--- src/rtl/pill_count_display.sv ---
// pill_count_display: converts the bottling controller's bottle and pill counts
// to BCD with a sequential double-dabble engine and scans them onto a 6-digit
// multiplexed 7-segment display with leading-zero blanking, a working-state
// decimal point and an alarm blink.
module pill_count_display #(
  parameter int unsigned SCAN_DIV  = 1000,
  parameter int unsigned BLINK_DIV = 250000
) (
  input  logic        clk,
  input  logic        rst_n,
  input  logic [7:0]  bottle_count,
  input  logic [7:0]  pill_count,
  input  logic        working_state,
  input  logic        alarm_state,
  output logic [11:0] bottle_bcd,
  output logic [11:0] pill_bcd,
  output logic [7:0]  seg,
  output logic [5:0]  dig_sel
);

  localparam int unsigned SCAN_W  = (SCAN_DIV  > 1) ? $clog2(SCAN_DIV)  : 1;
  localparam int unsigned BLINK_W = (BLINK_DIV > 1) ? $clog2(BLINK_DIV) : 1;
  localparam logic [SCAN_W-1:0]  SCAN_LAST  = SCAN_W'(SCAN_DIV - 1);
  localparam logic [BLINK_W-1:0] BLINK_LAST = BLINK_W'(BLINK_DIV - 1);

  typedef enum logic [1:0] {
    ST_IDLE,
    ST_SHIFT,
    ST_LOAD
  } conv_state_t;

  conv_state_t r_state;
  conv_state_t w_state_nxt;

  logic [7:0]         r_bin_b;
  logic [7:0]         r_bin_p;
  logic [11:0]        r_acc_b;
  logic [11:0]        r_acc_p;
  logic [2:0]         r_shcnt;
  logic [11:0]        w_adj_b;
  logic [11:0]        w_adj_p;
  logic [19:0]        w_sh_b;
  logic [19:0]        w_sh_p;

  logic [SCAN_W-1:0]  r_scan_cnt;
  logic [2:0]         r_digit;
  logic [BLINK_W-1:0] r_blink_cnt;
  logic               r_blink_off;

  logic [3:0]         w_nib;
  logic               w_blank;
  logic [7:0]         w_seg_nxt;
  logic [5:0]         w_dig_nxt;

  // Add 3 to every BCD nibble that is 5 or more (double-dabble correction).
  function automatic logic [11:0] dd_adjust(input logic [11:0] a);
    logic [11:0] r;
    r = a;
    for (int unsigned i = 0; i < 3; i++) begin
      if (a[4*i +: 4] >= 4'd5) begin
        r[4*i +: 4] = a[4*i +: 4] + 4'd3;
      end
    end
    return r;
  endfunction

  // Active-high segment pattern {g..a}; values above 9 show nothing.
  function automatic logic [6:0] seg7(input logic [3:0] n);
    logic [6:0] p;
    case (n)
      4'd0:    p = 7'h3F;
      4'd1:    p = 7'h06;
      4'd2:    p = 7'h5B;
      4'd3:    p = 7'h4F;
      4'd4:    p = 7'h66;
      4'd5:    p = 7'h6D;
      4'd6:    p = 7'h7D;
      4'd7:    p = 7'h07;
      4'd8:    p = 7'h7F;
      4'd9:    p = 7'h6F;
      default: p = 7'h00;
    endcase
    return p;
  endfunction

  // Converter state register.
  always_ff @(posedge clk or negedge rst_n) begin
    if (!rst_n) begin
      r_state <= ST_IDLE;
    end else begin
      r_state <= w_state_nxt;
    end
  end

  // Converter next state: IDLE -> 8 x SHIFT -> LOAD -> IDLE.
  always_comb begin
    w_state_nxt = r_state;
    case (r_state)
      ST_IDLE:  w_state_nxt = ST_SHIFT;
      ST_SHIFT: if (r_shcnt == 3'd7) w_state_nxt = ST_LOAD;
      ST_LOAD:  w_state_nxt = ST_IDLE;
      default:  w_state_nxt = ST_IDLE;
    endcase
  end

  // Correct then shift the {BCD, binary} pairs of both counts in parallel.
  always_comb begin
    w_adj_b = dd_adjust(r_acc_b);
    w_adj_p = dd_adjust(r_acc_p);
    w_sh_b  = {w_adj_b, r_bin_b} << 1;
    w_sh_p  = {w_adj_p, r_bin_p} << 1;
  end

  // Converter datapath: snapshot in IDLE, shift in SHIFT, publish in LOAD.
  always_ff @(posedge clk or negedge rst_n) begin
    if (!rst_n) begin
      r_bin_b    <= '0;
      r_bin_p    <= '0;
      r_acc_b    <= '0;
      r_acc_p    <= '0;
      r_shcnt    <= '0;
      bottle_bcd <= '0;
      pill_bcd   <= '0;
    end else begin
      case (r_state)
        ST_IDLE: begin
          r_bin_b <= bottle_count;
          r_bin_p <= pill_count;
          r_acc_b <= '0;
          r_acc_p <= '0;
          r_shcnt <= '0;
        end
        ST_SHIFT: begin
          {r_acc_b, r_bin_b} <= w_sh_b;
          {r_acc_p, r_bin_p} <= w_sh_p;
          r_shcnt            <= r_shcnt + 3'd1;
        end
        ST_LOAD: begin
          bottle_bcd <= r_acc_b;
          pill_bcd   <= r_acc_p;
        end
        default: ;
      endcase
    end
  end

  // Scan divider and digit index 0..5.
  always_ff @(posedge clk or negedge rst_n) begin
    if (!rst_n) begin
      r_scan_cnt <= '0;
      r_digit    <= '0;
    end else if (r_scan_cnt == SCAN_LAST) begin
      r_scan_cnt <= '0;
      r_digit    <= (r_digit == 3'd5) ? 3'd0 : r_digit + 3'd1;
    end else begin
      r_scan_cnt <= r_scan_cnt + 1'b1;
    end
  end

  // Alarm blink phase; cleared to ON as soon as the alarm drops.
  always_ff @(posedge clk or negedge rst_n) begin
    if (!rst_n) begin
      r_blink_cnt <= '0;
      r_blink_off <= 1'b0;
    end else if (!alarm_state) begin
      r_blink_cnt <= '0;
      r_blink_off <= 1'b0;
    end else if (r_blink_cnt == BLINK_LAST) begin
      r_blink_cnt <= '0;
      r_blink_off <= ~r_blink_off;
    end else begin
      r_blink_cnt <= r_blink_cnt + 1'b1;
    end
  end

  // Digit select, leading-zero blanking and segment pattern for the current index.
  always_comb begin
    w_nib   = 4'd0;
    w_blank = 1'b1;
    case (r_digit)
      3'd0: begin w_nib = pill_bcd[3:0];    w_blank = 1'b0; end
      3'd1: begin w_nib = pill_bcd[7:4];    w_blank = (pill_bcd[11:4] == 8'd0); end
      3'd2: begin w_nib = pill_bcd[11:8];   w_blank = (pill_bcd[11:8] == 4'd0); end
      3'd3: begin w_nib = bottle_bcd[3:0];  w_blank = 1'b0; end
      3'd4: begin w_nib = bottle_bcd[7:4];  w_blank = (bottle_bcd[11:4] == 8'd0); end
      3'd5: begin w_nib = bottle_bcd[11:8]; w_blank = (bottle_bcd[11:8] == 4'd0); end
      default: ;
    endcase
    w_seg_nxt = {(r_digit == 3'd3) && working_state, w_blank ? 7'h00 : seg7(w_nib)};
    w_dig_nxt = ~(6'b000001 << r_digit);
  end

  // Registered display outputs; blink OFF overrides any digit.
  always_ff @(posedge clk or negedge rst_n) begin
    if (!rst_n) begin
      seg     <= '0;
      dig_sel <= '1;
    end else if (r_blink_off) begin
      seg     <= '0;
      dig_sel <= '1;
    end else begin
      seg     <= w_seg_nxt;
      dig_sel <= w_dig_nxt;
    end
  end

endmodule

--- config.mk ---
export PLATFORM = sky130hd
export DESIGN_NAME = pill_count_display
export DESIGN_NICKNAME = d
export VERILOG_FILES = /design/src/rtl/pill_count_display.sv
export SDC_FILE = /design/constraint.sdc
export NUM_CORES = 1
export LEC_CHECK = 0
export ABC_AREA = 1
export BUFFER_PORTS_ARGS = -buffer_cell sky130_fd_sc_hd__buf_2
export CAP_MARGIN = 15
export CELL_PAD_IN_SITES_DETAIL_PLACEMENT = 1
export CELL_PAD_IN_SITES_GLOBAL_PLACEMENT = 1
export CORE_AREA = 2 2 126 159
export CTS_CLUSTER_SIZE = 20
export DETAILED_ROUTE_END_ITERATION = 10
export DIE_AREA = 0 0 128 161
export PLACE_DENSITY = 0.58
export SLEW_MARGIN = 5
export SYNTH_ARGS = -nofsm -noshare
export SYNTH_HDL_FRONTEND = slang
export SYNTH_SLANG_ARGS = --single-unit
--- constraint.sdc ---
create_clock -name clk -period 3.2 [get_ports clk]
set_input_delay 0.64 -clock clk [delete_from_list [all_inputs] [get_ports clk]]
set_output_delay 0.64 -clock clk [all_outputs]
set_load 0.03 [all_outputs]
; ---- Yosys cells after proc, flatten, opt, wreduce, memory -nomap -nowiden
; Memories as Yosys holds them, arrays and structs flattened.
; Cells that the tools add are included.
[word_totals]
register_bits = 115
rom_bits = 112
input_bits = 20
output_inout_bits = 38
elab_cells = 79
mem_count = 1
[mem_list]
columns = memory, words, word_bits, rd, rd_clocked_by_memory_dff, write_ports, line
row1 = (name not given), 16, 7, 1, 0, 0, 70  ; case (n)
[classes]
add_sub_neg = 10
n_lt_le_gt_ge = 6
eq_ne = 12
shift = 1
muxes = 24
n_bitwise = 2
n_reduce_logical = 9
[op_table]
columns = cell, n
row1 = $pmux W12 S2, 2
row2 = $mux W18, 2
row3 = $pmux W8 S2, 2
row4 = $ge A4 B3 Y1 const B, 6
row5 = $pmux W4 S6, 1
row6 = $add A18 B1 Y18 const B, 1
row7 = $eq A18 B18 Y1 const B, 1
row8 = $add A4 B2 Y4 const B, 4
row9 = $logic_not A8 Y1, 2
row10 = $mux W4, 4
row11 = $add A10 B1 Y10 const B, 1
row12 = $eq A10 B10 Y1 const B, 1
row13 = $mux W10, 1
row14 = $eq A3 B3 Y1 const B, 3
row15 = $mux W3, 3
row16 = $logic_not A4 Y1, 2
row17 = $mux W8, 1
row18 = $mux W7, 1
row19 = $add A3 B1 Y3 const B, 2
row20 = $add A3 B2 Y3 const B, 2
row21 = $eq A3 B2 Y1 const B, 2
row22 = $mux W6, 1
row23 = $not A6 Y6, 1
row24 = $pmux W3 S2, 1
row25 = 16 further kinds, 17

; ---- Longest topological paths before layout
; Gate-level depths: netlist (run 1).
[logic_depth]
word_depth = 5
depth_mapped = 16
mapped_depth_nobuf = 15

; ---- Least setup slack after synthesis (run 1)
; Ideal clock, no wire load.
[synth_timing]
path_type = register to register
start = reg r_digit[0]
end = reg seg[6]
setup_ns = 0.072
arrival_time_ns = 1.839
required_time_ns = 3.128
slack_ns = 1.289
path_stages_with_launch = 17
n_path_buf = 1
period_less_slack_ns = 1.911
cell_sequence = dfrtp_1 -> buf_4 -> nand2_1 -> inv_1 -> ha_1 -> nand2_1 -> o21ai_0 -> a21oi_1 -> nand4_1 -> nand2_1 -> inv_1 -> ha_1 -> inv_1 -> nand3_1 -> nand2_1 -> nor2_1 -> nor2_1
[synth_between]
elab_chain_len = 5
word_cells_on_any_way = 12
classes_between = eq/ne (5) / mux (4) / reduce/logical (2) / memory (1)
[synth_lines]
columns = element, line
row1 = "start, declared", 46  ; logic [2:0] r_digit;
row2 = "start signal, assigned", 154  ; r_digit <= (r_digit == 3'd5) ? 3'd0 : r_digit + 3'd1;
row3 = $eq A3 B3 Y1 (tied with other cells), 180  ; case (r_digit)
row4 = $pmux W4 S6 / $reduce_or A2 Y1 (equally long branches), --
row5 = $mem_v2 Z16 W7 / $pmux W1 S5 (equally long branches), --
row6 = $mux W7 *, 189  ; w_seg_nxt = {(r_digit == 3'd3) && working_state, w_blank ? 7'h00 : seg7(w_nib)};
row7 = $mux W8 *, 198  ; end else if (r_blink_off) begin
row8 = "end signal, assigned", 202  ; seg <= w_seg_nxt;
row9 = "end, declared", 17  ; output logic [7:0] seg,
; Mark *: on every way between the ends. The rest lies on a longest branch, timed or not.
; A chain may end at the register's enable or synchronous reset.

; ---- Worst setup path in the final report (run 1)
[layout_timing]
start = reg r_digit[2]
end = reg seg[6]
; Same word-level chain as after synthesis.

==> results by group, run 1 <==
Hold path
  • Classification of the worst-slack hold path: in2async

Power
  • Fraction of power consumed by sequential logic: 39.0%
  • Leakage Power: 3.27 nW
  • Net Sw Frac: 35.2%
  • Clk network pwr share: 36.1%
  • Sw power: 0.00174 W
  • Total power per unit cell area: 737 nW/µm²
  • Internal Dissipation: 0.00320 W
  • Maximum VDD drop: 0.000327 V
  • Part of the power in combinational logic: 24.9%

Logic synthesis
  • Number of flip-flops and latches in the synthesized netlist: 115
  • Share of synthesized flip-flops with an asynchronous set or reset: 100%
  • Sequential cell area fraction in the yosys report: 51.3%
  • Number of warnings printed during yosys synthesis: 0
  • Portion of synthesized cell area occupied by the leading cell type: 48.5%
  • Synthesized cell area: 5620 µm²
  • Net count after synthesis: 714
  • Number of enable-type register cells in the synthesized netlist: 0
  • Count of distinct cell types in the synthesized netlist: 36
  • Number of cells produced by synthesis: 671
  • Average instance area after synthesis: 8.38 µm²
  • Cell accounting for the most synthesized area: sky130_fd_sc_hd__dfrtp_1
  • Ys flop type: sky130_fd_sc_hd__dfrtp_1
  • Largest cells by area after synthesis: sky130_fd_sc_hd__dfrtp_1 49%, sky130_fd_sc_hd__nand2_1 10%, sky130_fd_sc_hd__o21ai_0 5.7%, sky130_fd_sc_hd__inv_1 5.4%, sky130_fd_sc_hd__ha_1 5.1%

Timing
  • Final period demand of the worst path: 2.26 ns
  • Max Slew Vio Count: 0
  • Largest clock skew in the final design: 0.00878 ns
  • Maximum clock rate: 443 MHz
  • Portion of the clock cycle consumed by the worst path in the final layout: 70.6%
  • Final hold violations: 0
  • Post-Route Hold Slack: 0.266 ns
  • Final sum of negative setup slack: 0 ns
  • Slew Limit Headroom: 35.5%
  • Slew at the pin closest to its max-slew limit: 0.964 ns
  • Fin worst setup slack: 0.942 ns
  • Setup repair after global routing missed its margin: false
  • Number of setup violations in the final report: 0

Finish
  • Antenna diode count: 0
  • Combined flip-flop and latch cell area: 2890 µm²
  • Net count of the finished layout: 778
  • Area of combinational cells with multiple inputs: 2310 µm²
  • Fraction of final layout cells with drive strength greater than 1: 16.1%
  • Fill cell count: 2,275
  • Area growth from synthesis to final layout: 19.4%

Drt
  • Total wire length after detailed routing: 14.7 mm
  • Length of the first detailed-routing pass in iterations: 4
  • Antenna Nets Post-Route: 0
  • Average wire per cell in the routed design: 15.0 µm
  • Routed length on met2: 7.40 mm
  • Avg Vias per Cell: 4.72
  • Wire length on met3: 487 µm
  • WL met1: 6.57 mm
  • Number of DRC markers in iteration 0: 148
  • Number of vias in the routed layout: 4,636
  • Highest routing layer actually used: met4
  • DRC viols: 0

Floorplanning
  • Ports placed on the boundary: 58
  • Die footprint: 20,600 µm²
  • Chip width: 128 µm
  • Rows: 57
  • Height of the chip: 161 µm
  • Starting density of the core: 29.4%
  • Area of the core: 19,100 µm²

GRT
  • Largest net degree at the start of global routing: 67
  • Number of antenna violations at the first check in global routing: 0
  • GRT Resource Usage Total: 15.4%
  • Overflow left after global routing: 0
  • Wire length of the first global-routing pass: 25.2 mm
  • Number of global-route vias before repair: 5,030

Setup path
  • Critical path data required time: 3.54 ns
  • Register-to-register setup slack: 0.94 ns
  • Largest fanout on the critical path: 10
  • Crit end category: flop
  • Worst reg2reg endpoint: seg[6]
  • Launch point of the worst reg-to-reg path: r_digit[2]
  • Start-to-end type of the worst setup path: reg2reg
  • R2R depth: 14
  • Critical Path AT: 2.60 ns
  • Critical path startpoint category: flop

Clock network
  • Cell chosen for the clock root: sky130_fd_sc_hd__clkbuf_16
  • Buffers from clock root to sink, at most: 2
  • Total number of clock tree sinks: 115
  • TritonCTS buffer count: 17
  • Resized Gates After CTS: 0
  • Number of levels the H-tree was split into: 4
  • Clk pin slew, worst setup/hold paths: 0.06 ns
  • Number of hold buffers added after CTS: 0
  • Setup Buffers After CTS: 0
  • Clk Latency, worst-skew pair: 0.41 ns
  • Clock tree from TritonCTS: done

Outcome
  • Status: finished, final reports clean

Placed design
  • Global placer's final weighted congestion: 0.861
  • DPL Wire Length: 10.7 mm
  • Pre-CTS WS: 0.958 ns
  • Count of port buffers added during placement: 57

Run
  • Max-capacitance violation count: 0
[layer usage]
metal / track usage, % / vias to the layer above
met5: 0 / -
met4: 5.19 / 0
met3: 4.01 / 21
met2: 26.5 / 64
met1: 18.6 / 2252
li1: - / 2299
[synth_stat cells (5+ instances only)]
| cell type | instances |
|---|---|
| sky130_fd_sc_hd__nand2_1 | 153 |
| sky130_fd_sc_hd__dfrtp_1 | 109 |
| sky130_fd_sc_hd__inv_1 | 81 |
| sky130_fd_sc_hd__nor2_1 | 73 |
| sky130_fd_sc_hd__o21ai_0 | 64 |
| sky130_fd_sc_hd__nand3_1 | 52 |
| sky130_fd_sc_hd__ha_1 | 23 |
| sky130_fd_sc_hd__nand2_2 | 11 |
| sky130_fd_sc_hd__a21oi_1 | 10 |
| sky130_fd_sc_hd__o22ai_1 | 10 |
| sky130_fd_sc_hd__nand4_1 | 9 |
| sky130_fd_sc_hd__clkbuf_1 | 8 |
| sky130_fd_sc_hd__xor2_1 | 8 |
| sky130_fd_sc_hd__dfstp_2 | 6 |
| sky130_fd_sc_hd__nor2_2 | 6 |
| sky130_fd_sc_hd__buf_2 | 5 |
[sequential cells by signal, indices dropped and copies added, names as in the netlist, 6 cells and up]
name / count
r_bin_p: 8
r_acc_b: 12
r_bin_b: 8
r_blink_cnt: 18
r_acc_p: 12
bottle_bcd: 12
dig_sel: 6
r_scan_cnt: 10
seg: 8
pill_bcd: 12
[logic make-up (layout without fill, tap and decap cells)]
family | after synthesis | after routing | synth area share, %
simple gates | 319 | 319 | 24.8
flops | 115 | 115 | 51.3
compound gates | 101 | 101 | 9.93
buf+inv | 105 | 181 | 7.52
fa+ha+maj | 23 | 23 | 5.12
xor+xnor | 8 | 8 | 1.25
[power groups by stage]
stage / registers, W / logic, W / clock network (W)
after global routing: 0.00196 / 0.00140 / 0.00190
after floorplan: 0.00214 / 0.000592 / 0
after CTS: 0.00193 / 0.00125 / 0.00184
after detailed placement: 0.00195 / 0.00125 / 0
after global placement: 0.00195 / 0.00121 / 0
final: 0.00193 / 0.00123 / 0.00179
[worst max-delay path by stage]
| stage | from | endpoint | slack, ns | depth (start not counted) |
|---|---|---|---|---|
| floorplan | r_digit[0] | seg[6] | 1.29 | 16 |
| global placement | r_digit[2] | seg[6] | 1.05 | 14 |
| detailed placement | r_digit[2] | seg[6] | 0.96 | 14 |
| CTS | r_digit[2] | seg[5] | 0.93 | 14 |
| global route | r_digit[2] | seg[6] | 0.70 | 14 |
| finish | r_digit[2] | seg[6] | 0.94 | 14 |
[critical path, stage by stage (launching register included)]
cell                      delay, ns
sky130_fd_sc_hd__dfrtp_1       0.55
sky130_fd_sc_hd__inv_1         0.18
sky130_fd_sc_hd__ha_1          0.30
sky130_fd_sc_hd__nand2_1       0.08
sky130_fd_sc_hd__o21ai_0       0.11
sky130_fd_sc_hd__a21oi_1       0.14
sky130_fd_sc_hd__nand4_1       0.11
sky130_fd_sc_hd__nand2_1       0.14
sky130_fd_sc_hd__inv_1         0.08
sky130_fd_sc_hd__ha_1          0.18
sky130_fd_sc_hd__inv_1         0.05
sky130_fd_sc_hd__nand3_1       0.07
sky130_fd_sc_hd__nand2_1       0.08
sky130_fd_sc_hd__nor2_1        0.04
sky130_fd_sc_hd__nor2_1        0.09
[cell usage in the layout (no fill, tap or decap), types with 8 or more instances in the layout]
cell type	synthesis	layout
sky130_fd_sc_hd__nand2_1	153	153
sky130_fd_sc_hd__dfrtp_1	109	109
sky130_fd_sc_hd__inv_1	81	81
sky130_fd_sc_hd__nor2_1	73	73
sky130_fd_sc_hd__o21ai_0	64	64
sky130_fd_sc_hd__buf_2	5	56
sky130_fd_sc_hd__nand3_1	52	52
sky130_fd_sc_hd__ha_1	23	23
sky130_fd_sc_hd__clkbuf_16	0	17
sky130_fd_sc_hd__nand2_2	11	11
sky130_fd_sc_hd__a21oi_1	10	10
sky130_fd_sc_hd__o22ai_1	10	10
sky130_fd_sc_hd__nand4_1	9	9
sky130_fd_sc_hd__xor2_1	8	8
[final cells by class]
class,instances,share of cell area [%]
Clock buffer,26,7.44
Clock inverter,5,0.746
Inverter,88,4.92
Multi-Input combinational cell,451,34.5
Sequential cell,115,43.0
Tap cell,236,4.40
Timing Repair Buffer,62,5.03
[stage by stage]
step / utilization (%) / area [µm²] / power [W] / cells
2_1_floorplan: - / 5620 / 0.00274 / 671
3_3_place_gp: 32.2 / 6160 / 0.00315 / 952
3_5_place_dp: 32.2 / 6160 / 0.00320 / 952
4_1_cts: 35.1 / 6710 / 0.00503 / 983
5_1_grt: 35.1 / 6710 / 0.00526 / 983
6_report: 35.1 / 6710 / 0.00494 / 983
(Power assumes the default switching activity.)
==> run 2: changes to the inputs <==
- PLACE_DENSITY: 0.58 -> 0.6
- clock period: 3.2 -> 2 ns (I/O delays scaled with it)
==> results by group, run 2 (synthesis results as in run 1) <==
Outcome
  • Status: finished, final reports clean

Drt
  • Number of DRC markers in iteration 0: 204
  • Total wire length after detailed routing: 15.2 mm
  • Antenna Nets Post-Route: 0
  • DRC viols: 0
  • Avg Vias per Cell: 4.76
  • Average wire per cell in the routed design: 15.1 µm
  • Length of the first detailed-routing pass in iterations: 4
  • Number of vias in the routed layout: 4,771

Setup path
  • Register-to-register setup slack: 0.12 ns
  • Start-to-end type of the worst setup path: reg2reg
  • Critical path data required time: 2.30 ns
  • Crit end category: flop
  • Critical path startpoint category: flop
  • Critical Path AT: 2.18 ns
  • Largest fanout on the critical path: 4
  • Worst reg2reg endpoint: seg[5]
  • Launch point of the worst reg-to-reg path: r_digit[1]
  • R2R depth: 13

Finish
  • Antenna diode count: 0
  • Largest reg by FF count: r_blink_cnt
  • Number of flip-flops in the largest register: 18
  • Combined flip-flop and latch cell area: 2890 µm²
  • Net count of the finished layout: 797
  • Fill cell count: 2,265
  • Commonest cells after routing, fill and taps aside: 152 x sky130_fd_sc_hd__nand2_1, 109 x sky130_fd_sc_hd__dfrtp_1, 80 x sky130_fd_sc_hd__inv_1, 71 x sky130_fd_sc_hd__nor2_1, 63 x sky130_fd_sc_hd__o21ai_0
  • Fraction of final layout cells with drive strength greater than 1: 19.3%
  • Area of combinational cells with multiple inputs: 2330 µm²
  • Design area: 6990 µm²
  • Number of standard cells in the layout, taps in and fillers out: 1,003
  • Fraction of the core area covered by cells at the end of the flow: 36.6%
  • Area growth from synthesis to final layout: 24.4%
  • Most common cell after layout, fill and taps aside: sky130_fd_sc_hd__nand2_1

GRT
  • Number of antenna violations at the first check in global routing: 0
  • Wire length of the first global-routing pass: 25.7 mm
  • Overflow left after global routing: 0
  • Met3 GRT Util: 3.21%
  • Largest net degree at the start of global routing: 116
  • Met1 layer usage reported by global route: 17.6%
  • GRT Resource Usage Total: 15.7%
  • Number of global-route vias before repair: 5,320
  • Global-route met2 utilization: 28.8%
  • Global routing's busiest layer: met2

Hold path
  • Classification of the worst-slack hold path: in2async

Clock network
  • Buffers from clock root to sink, at most: 2
  • Clock tree from TritonCTS: done
  • Clk Latency, worst-skew pair: 0.42 ns
  • TritonCTS buffer count: 17
  • Number of levels the H-tree was split into: 4
  • Total number of clock tree sinks: 115
  • Cell chosen for the clock root: sky130_fd_sc_hd__clkbuf_16
  • Clk pin slew, worst setup/hold paths: 0.06 ns

Placed design
  • DPL Wire Length: 10.9 mm
  • Global placer's final weighted congestion: 0.807
  • Pre-CTS WS: 0.0271 ns
  • Dpl cells: 965
  • Area after detailed placement: 6260 µm²
  • Count of port buffers added during placement: 57

Power
  • Leakage Power: 3.42 nW
  • Maximum VDD drop: 0.000629 V
  • Total power per unit cell area: 1220 nW/µm²

Run
  • Max-capacitance violation count: 0

Floorplanning
  • Rows: 57
  • Height of the chip: 161 µm
  • Chip width: 128 µm
  • Starting density of the core: 29.4%
  • Ports placed on the boundary: 58
  • Die footprint: 20,600 µm²
  • Area of the core: 19,100 µm²

Timing
  • Max Slew Vio Count: 0
  • Fin worst setup slack: 0.117 ns
  • Final hold violations: 0
  • Number of setup violations in the final report: 0
  • Portion of the clock cycle consumed by the worst path in the final layout: 94.2%
  • Setup repair after global routing missed its margin: true
  • Maximum clock rate: 531 MHz
  • Slew Limit Headroom: 56.8%
  • Slew at the pin closest to its max-slew limit: 0.648 ns
  • Largest clock skew in the final design: 0.00823 ns
  • Final period demand of the worst path: 1.88 ns
==> run 2: worst max-delay path: stages, from the launching register on <==
cell and delay (ns):
sky130_fd_sc_hd__dfrtp_1 0.41, sky130_fd_sc_hd__buf_4 0.15, sky130_fd_sc_hd__nor2_2 0.13, sky130_fd_sc_hd__nand2_1 0.11, sky130_fd_sc_hd__o21ai_1 0.15, sky130_fd_sc_hd__a21oi_1 0.06, sky130_fd_sc_hd__nand4_1 0.11, sky130_fd_sc_hd__nand2_2 0.07
sky130_fd_sc_hd__buf_4 0.14, sky130_fd_sc_hd__ha_1 0.17, sky130_fd_sc_hd__nand2_1 0.09, sky130_fd_sc_hd__inv_1 0.04, sky130_fd_sc_hd__nor2_1 0.10, sky130_fd_sc_hd__nor2_1 0.04
==> run 2: final cells by class <==
| cell class | count | area share, % |
|---|---|---|
| Clock inverter | 11 | 2.94 |
| Timing Repair Buffer | 81 | 6.87 |
| Inverter | 88 | 4.73 |
| Multi-Input combinational cell | 451 | 33.4 |
| Sequential cell | 115 | 41.3 |
| Clock buffer | 21 | 6.59 |
| Tap cell | 236 | 4.22 |
==> run 2: how the worst max path moves through the flow <==
| stage | start | endpoint | cells after the start |
|---|---|---|---|
| after CTS | r_digit[1] | seg[6] | 15 |
| final | r_digit[1] | seg[5] | 13 |
| after floorplan | r_digit[0] | seg[6] | 16 |
| after detailed placement | r_digit[1] | seg[3] | 13 |
| after global placement | r_digit[1] | seg[3] | 13 |
| after global routing | r_digit[1] | seg[6] | 14 |
==> run 2: layer usage <==
layer,wire length (µm),vias up
met5,0,-
met4,243,0
met3,434,18
met2,8030,58
met1,6440,2369
li1,-,2326
==> run 2: metrics by stage <==
stage          total power [W]  TNS, ns  hold WS [ns]
2_1_floorplan          0.00438        0         0.104
3_3_place_gp           0.00505        0         0.430
3_5_place_dp           0.00513        0         0.427
4_1_cts                0.00866        0        0.0988
5_1_grt                0.00903  -0.0639         0.125
6_report               0.00853        0        0.0482
==> run 2: timing repair <==
action	in CTS	in global routing
hold buffers	0	0
gates resized for setup	0	7
buffers inserted	0	6
setup endpoints to repair	0	5
hold endpoints to repair	0	0
==> run 2: power by group <==
part	switching [W]	total, W	internal [W]
combinational	0.00139	0.00201	0.000619
sequential	0.000353	0.00306	0.00271
clock	0.00107	0.00346	0.00239
total	0.00281	0.00853	0.00572
